$ cat config.mk
export PLATFORM = sky130hd
export DESIGN_NAME = tof_udp_packet_arbiter
export DESIGN_NICKNAME = d
export VERILOG_FILES = /design/src/rtl/tof_udp_pkg.sv /design/src/rtl/tof_rr_arbiter.sv /design/src/rtl/tof_udp_packet_arbiter.sv
export SDC_FILE = /design/constraint.sdc
export NUM_CORES = 1
export LEC_CHECK = 0
export ABC_AREA = 1
export CAP_MARGIN = 20
export CORE_MARGIN = 2
export CORE_UTILIZATION = 30
export CTS_CLUSTER_DIAMETER = 50
export DETAILED_ROUTE_END_ITERATION = 8
export PLACE_DENSITY = 0.78
export SYNTH_ARGS = -nofsm -noshare
export SYNTH_HDL_FRONTEND = slang
export SYNTH_SLANG_ARGS = --single-unit
$ cat constraint.sdc
create_clock -name s_axis_aclk -period 2.24 [get_ports s_axis_aclk]
set_clock_uncertainty 0.15 [all_clocks]
set_input_delay 0.336 -clock s_axis_aclk [delete_from_list [all_inputs] [get_ports s_axis_aclk]]
set_output_delay 0.336 -clock s_axis_aclk [all_outputs]
set_load 0.05 [all_outputs]
$ cat src/rtl/tof_udp_pkg.sv
// tof_udp_pkg: shared word width, flow-buffer packet limit, arbiter state encoding and clog2 helper.
package tof_udp_pkg;
    localparam int HELIX_WORD_W = 16;
    localparam int TOF_UDP_MAX_WORDS = 1024;
    typedef enum logic [1:0] {
        IDLE    = 2'd0,
        STREAM  = 2'd1,
        DISCARD = 2'd2
    } arb_state_t;
    function automatic int clog2(input int v);
        int r;
        r = 0;
        while ((1 << r) < v) r++;
        return r;
    endfunction
endpackage

$ cat src/rtl/tof_rr_arbiter.sv
// tof_rr_arbiter: round-robin pick of the first request after the pointer, wrapping; the
// pointer moves to the winner only when the caller commits the grant with i_grant_en.
module tof_rr_arbiter
    import tof_udp_pkg::*;
#(
    parameter int N  = 4,
    parameter int IW = clog2(N)
) (
    input  logic          clk,
    input  logic          rst_n,
    input  logic [N-1:0]  i_req,
    input  logic          i_grant_en,
    output logic [IW-1:0] o_grant_idx,
    output logic          o_any
);
    logic [IW-1:0] r_ptr;
    logic [IW-1:0] w_j;
    always_comb begin
        o_grant_idx = '0;
        o_any       = 1'b0;
        w_j         = '0;
        for (int k = 1; k <= N; k++) begin
            w_j = IW'((int'(r_ptr) + k) % N);
            if (!o_any && i_req[w_j]) begin
                o_any       = 1'b1;
                o_grant_idx = w_j;
            end
        end
    end
    // Reset to the last source so source 0 wins the first round.
    always_ff @(posedge clk or negedge rst_n) begin
        if (!rst_n)
            r_ptr <= IW'(N - 1);
        else if (i_grant_en && o_any)
            r_ptr <= o_grant_idx;
    end
endmodule

$ cat src/rtl/tof_udp_packet_arbiter.sv
// tof_udp_packet_arbiter: packet-level round-robin merge of HELIX-framed sources into the TOF UDP
// flow buffer. Optional TOF_UDP_ARB_LENGTH_GUARD_EN drops 1-word packets and truncates overlong ones.
module tof_udp_packet_arbiter
    import tof_udp_pkg::*;
#(
    parameter int NUM_SRC   = 4,
    parameter int MAX_WORDS = TOF_UDP_MAX_WORDS,
    localparam int IW = clog2(NUM_SRC),
    localparam int CW = clog2(MAX_WORDS + 1)
) (
    input  logic                            s_axis_aclk,
    input  logic                            s_axis_aresetn,
    input  logic [NUM_SRC-1:0]              src_enable,
    input  logic [HELIX_WORD_W*NUM_SRC-1:0] s_axis_tdata,
    input  logic [NUM_SRC-1:0]              s_axis_tvalid,
    output logic [NUM_SRC-1:0]              s_axis_tready,
    input  logic [NUM_SRC-1:0]              s_axis_tlast,
    input  logic [NUM_SRC-1:0]              s_axis_tuser,
    output logic [HELIX_WORD_W-1:0]         m_axis_tdata,
    output logic                            m_axis_tvalid,
    input  logic                            m_axis_tready,
    output logic                            m_axis_tlast,
    output logic                            m_axis_tuser,
    output logic [IW-1:0]                   grant_src,
    output logic                            busy
`ifdef TOF_UDP_ARB_LENGTH_GUARD_EN
    ,
    output logic                            len_drop_pulse,
    output logic                            len_trunc_pulse
`endif
);
    arb_state_t              r_state;
    logic [IW-1:0]           r_grant;
    logic [CW-1:0]           r_cnt;
    logic [IW-1:0]           w_pick;
    logic                    w_any;
    logic                    w_stream;
    logic                    w_beat;
    logic                    w_at_max;
    logic                    w_src_last;
    logic [NUM_SRC-1:0]      w_cand;
    logic [NUM_SRC-1:0]      w_junk;
    logic [NUM_SRC-1:0]      w_single;
    logic [HELIX_WORD_W-1:0] w_words [NUM_SRC];

    for (genvar i = 0; i < NUM_SRC; i++) begin : g_words
        assign w_words[i] = s_axis_tdata[HELIX_WORD_W*i +: HELIX_WORD_W];
    end

    assign w_junk = s_axis_tvalid & ~s_axis_tuser & src_enable;
`ifdef TOF_UDP_ARB_LENGTH_GUARD_EN
    // A packet that starts and ends on one beat is never legal; swallow it in IDLE.
    assign w_single = s_axis_tvalid & s_axis_tuser & s_axis_tlast & src_enable;
    assign w_cand   = s_axis_tvalid & s_axis_tuser & ~s_axis_tlast & src_enable;
    assign w_at_max = r_cnt == CW'(MAX_WORDS - 1);
`else
    assign w_single = '0;
    assign w_cand   = s_axis_tvalid & s_axis_tuser & src_enable;
    assign w_at_max = 1'b0;
`endif

    tof_rr_arbiter #(.N(NUM_SRC), .IW(IW)) u_rr (
        .clk         (s_axis_aclk),
        .rst_n       (s_axis_aresetn),
        .i_req       (w_cand),
        .i_grant_en  (r_state == IDLE),
        .o_grant_idx (w_pick),
        .o_any       (w_any)
    );

    assign w_stream   = r_state == STREAM;
    assign w_src_last = s_axis_tlast[r_grant];
    assign w_beat     = m_axis_tvalid & m_axis_tready;
    assign grant_src  = r_grant;
    assign busy       = r_state != IDLE;

    always_comb begin
        m_axis_tvalid = w_stream & s_axis_tvalid[r_grant];
        m_axis_tdata  = w_stream ? w_words[r_grant] : '0;
        m_axis_tuser  = w_stream & s_axis_tuser[r_grant];
        m_axis_tlast  = w_stream & (w_src_last | w_at_max);
        s_axis_tready = '0;
        if (r_state == IDLE)
            s_axis_tready = w_junk | w_single;
        else
            s_axis_tready[r_grant] = w_stream ? m_axis_tready : 1'b1;
    end

    always_ff @(posedge s_axis_aclk or negedge s_axis_aresetn) begin
        if (!s_axis_aresetn) begin
            r_state <= IDLE;
            r_grant <= '0;
            r_cnt   <= '0;
        end else begin
            case (r_state)
                IDLE: if (w_any) begin
                    r_state <= STREAM;
                    r_grant <= w_pick;
                    r_cnt   <= '0;
                end
                STREAM: if (w_beat) begin
                    r_cnt <= r_cnt + 1'b1;
                    if (w_src_last)
                        r_state <= IDLE;
                    else if (w_at_max)
                        r_state <= DISCARD;
                end
                DISCARD: if (s_axis_tvalid[r_grant] && w_src_last)
                    r_state <= IDLE;
                default: r_state <= IDLE;
            endcase
        end
    end

`ifdef TOF_UDP_ARB_LENGTH_GUARD_EN
    always_ff @(posedge s_axis_aclk or negedge s_axis_aresetn) begin
        if (!s_axis_aresetn) begin
            len_drop_pulse  <= 1'b0;
            len_trunc_pulse <= 1'b0;
        end else begin
            len_drop_pulse  <= (r_state == IDLE) && (|w_single);
            len_trunc_pulse <= w_stream && w_beat && w_at_max && !w_src_last;
        end
    end
`endif
endmodule

==> qor.yml <==
syn_inst: 176
gr-usage-met1_pct: 33.1
synth_top_family_by_area: "simple AND/OR/NAND/NOR gates"
dp_hpwl_mm: 4.77
h-tree-depth: 1
fin_cells: 335
synth_area_leaders: "a22oi_1 (22%), nand2_1 (16%), a21oi_1 (7.7%)"
arrival_ns: 1.63
min_period_over_period_pct: 94.6
grt_pass1_wl_mm: 9.15
hp-class: "input port to asynchronous set/reset pin"
route.detailed.drc: 0
dieArea_sq_um: 4180
cts-root-buf: "clkbuf_8"
crit_chain: "clkdlybuf4s50_1 -> nand2_1 -> o32ai_1 -> buf_12"
critPathKind: "input port to output pin"
syn_avg_cell_area_sq_um: 6.28
crit_fanout: 5
grtUsageMet2_pct: 52.3
synth_compound_area_share_pct: 35.7
path_clk_slew_ns: 0.04
die_h_um: 64.7
ys.flop_type: "dfrtp_1"
met3_usage_pct: 6.25
grt_util_all_layers_pct: 28.1
clock-sinks: 5
antenna_found_initial: 0
yosysTopAreaCellShare_pct: 21.7
max-slew-margin-rel_pct: 64.1
synth_seq_area_share_pct: 11.6
ys_async_sr_fraction_pct: 100
rsz0062_at_grt: "no"
power_density_nw_per_um2: 1710
num_rows: 22
synthesis.area_sq_um: 1100
maxCapViolCount: 0
yosys.area_share.adder_pct: 0
dr_total_vias: 1787
via_per_inst: 5.33
fillers: 288
cp.required_ns: 1.75
synth_area_leader_cell: "a22oi_1"
area_growth_pct: 139
critical-path-slowest-cell: "clkdlybuf4s50_1"
power.leakage_nw: 1.08
synthSimpleGateAreaFrac_pct: 43.0
port_buffers: 108
tightestPinTransition_ns: 0.536
setup_violations: 0
drtIter0Drc: 105
antenna_cells: 0
worstSkewPairLatency_ns: 0.22
cts_buffers: 3
drive_gt1_share_pct: 26.1
synth_warnings: 0
seqCellArea_sq_um: 129
ys_ff_latch: 5
synth_nets: 259
gp_congestion: 0.840
dpl.cell_count: 331
start_kind: "input port"
cts_buffer_depth: 2
muxShareOfSynthArea_pct: 0
place_area_sq_um: 2580
multi_input_area_sq_um: 952
maxSlewViolCount: 0
fmax_mhz: 472
timing.final.hold_violations: 0
ioPinCount: 109
cts_tree: "built"
finalCriticalPeriod_ns: 2.12
postRouteWirelength_mm: 5.69
die-width_um: 64.7
num-nets-final: 371
grt_max_degree: 21
final_area_sq_um: 2640
busiest_layer: "met2"
core_sq_um: 3610
yosys.cell_types.count: 27
initial_core_util_pct: 30.6
synthXorXnorAreaFrac_pct: 0
outcome: "complete, no violations"
gr-total-overflow: 0
max_stage_delay_ns: 0.54
synth_edf_count: 0
firstDrtPassIters: 4
peakVddDrop_v: 0.000810
grt_pass1_vias: 1800
worstSetupEndpointType: "output pin"
wl_per_cell_um: 17.0
ant_nets: 0
[where the power goes]
| part | internal (mW) | switching (mW) |
|---|---|---|
| registers | 0.144 | 0.0859 |
| clock network | 0.120 | 0.0461 |
| logic | 1.78 | 2.33 |
[cells by family after synthesis]
group	after synthesis
buffers and inverters	21
DFF	5
and+or+nand+nor	93
AOI/OAI and AO/OA	57
[critical path, delay by kind of cell]
kind	cells	cell delay (ns)
simple gates	1	0.07
compound gates	1	0.47
buf+inv	2	0.75
[cells in the mapped netlist (3+ instances only)]
library cell and number:
a21oi_1 17, a22oi_1 32, buf_2 5, clkbuf_1 3, clkinv_1 3, dfrtp_1 3
inv_1 6, nand2_1 48, nand2_2 9, nand3_1 15, nand3_2 3, nand4_1 8
nor2_1 4
[state kept, by name (all words and copies together) (netlist names)]
signal / cells
r_state: 1
u_rr.r_ptr: 2
grant_src: 2
[layer usage]
metal / up-vias / wire length (um)
met5: - / 0
li1: 864 / -
met4: 0 / 55
met3: 4 / 424
met1: 838 / 2300
met2: 81 / 2910
[layout make-up]
cell class | instances | share of cell area (%)
repair buffers | 117 | 53.1
multi-input cells | 150 | 36.0
flip-flops and latches | 5 | 4.87
well taps | 48 | 2.27
inverters | 11 | 1.94
clock buffers | 3 | 1.56
clock inverters | 1 | 0.189
[cell usage in the layout (no fill, tap or decap)]
| cell type | n |
|---|---|
| clkdlybuf4s50_1 | 84 |
| nand2_1 | 48 |
| a22oi_1 | 31 |
| buf_12 | 25 |
| nand3_1 | 15 |
| a21oi_1 | 9 |
| nand2_2 | 9 |
| nand4_1 | 8 |
| buf_4 | 7 |
| inv_1 | 6 |
| a21oi_4 | 5 |
| nor2_1 | 4 |
| clkinv_2 | 3 |
| a21oi_2 | 3 |
| nand3_2 | 3 |
| clkbuf_8 | 3 |
| o21ai_2 | 2 |
| o32ai_1 | 2 |
| nand2_4 | 2 |
| nor2_4 | 2 |
| dfrtp_1 | 2 |
| dfstp_2 | 2 |
| clkinv_1 | 1 |
| a22oi_2 | 1 |
| o31ai_1 | 1 |
| o21ai_0 | 1 |
| a221oi_2 | 1 |
| inv_8 | 1 |
| inv_2 | 1 |
| nor2_2 | 1 |
| nand3_4 | 1 |
| o21ai_4 | 1 |
| dfrtp_2 | 1 |
| buf_6 | 1 |
[what timing repair did]
action / CTS / global route
endpoints found under the hold margin: 0 / 0
setup buffers: 0 / 0
pin swaps: 0 / 0
endpoints found under the setup margin: 5 / 4
gates resized for setup: 2 / 4
hold buffers: 0 / 0
[final timing paths]
kind	from	to	slack [ns]	depth (start not counted)
worst min-delay path	s_axis_aresetn	grant_src[1]$_DFFE_PN0P_	0.19	1
worst max register to register	u_rr.r_ptr[0]$_DFFE_PN1P_	grant_src[1]$_DFFE_PN0P_	0.46	11
max in group asynchronous	s_axis_aresetn	u_rr.r_ptr[0]$_DFFE_PN1P_	1.49	1
min in group s_axis_aclk	grant_src[0]$_DFFE_PN0P_	grant_src[0]$_DFFE_PN0P_	0.40	2
worst min register to register	grant_src[0]$_DFFE_PN0P_	grant_src[0]$_DFFE_PN0P_	0.40	2
worst max-delay path	s_axis_tvalid[3]	s_axis_tready[3]	0.12	4
[per-stage QoR]
stage / setup slack (ns) / utilization (%) / power, mW / hold WS [ns] / setup TNS [ns]
CTS: 0.0937 / 72.9 / 4.51 / 0.190 / 0
detailed placement: 0.161 / 71.5 / 4.33 / 0.412 / 0
finish: 0.121 / 73.3 / 4.51 / 0.192 / 0
global placement: 0.0725 / 71.5 / 4.29 / 0.392 / 0
floorplan: -0.316 / - / 2.53 / -0.110 / -3.86
global route: 0.0000488 / 73.3 / 4.75 / 0.202 / 0
Power figures use the tool's default switching activity.
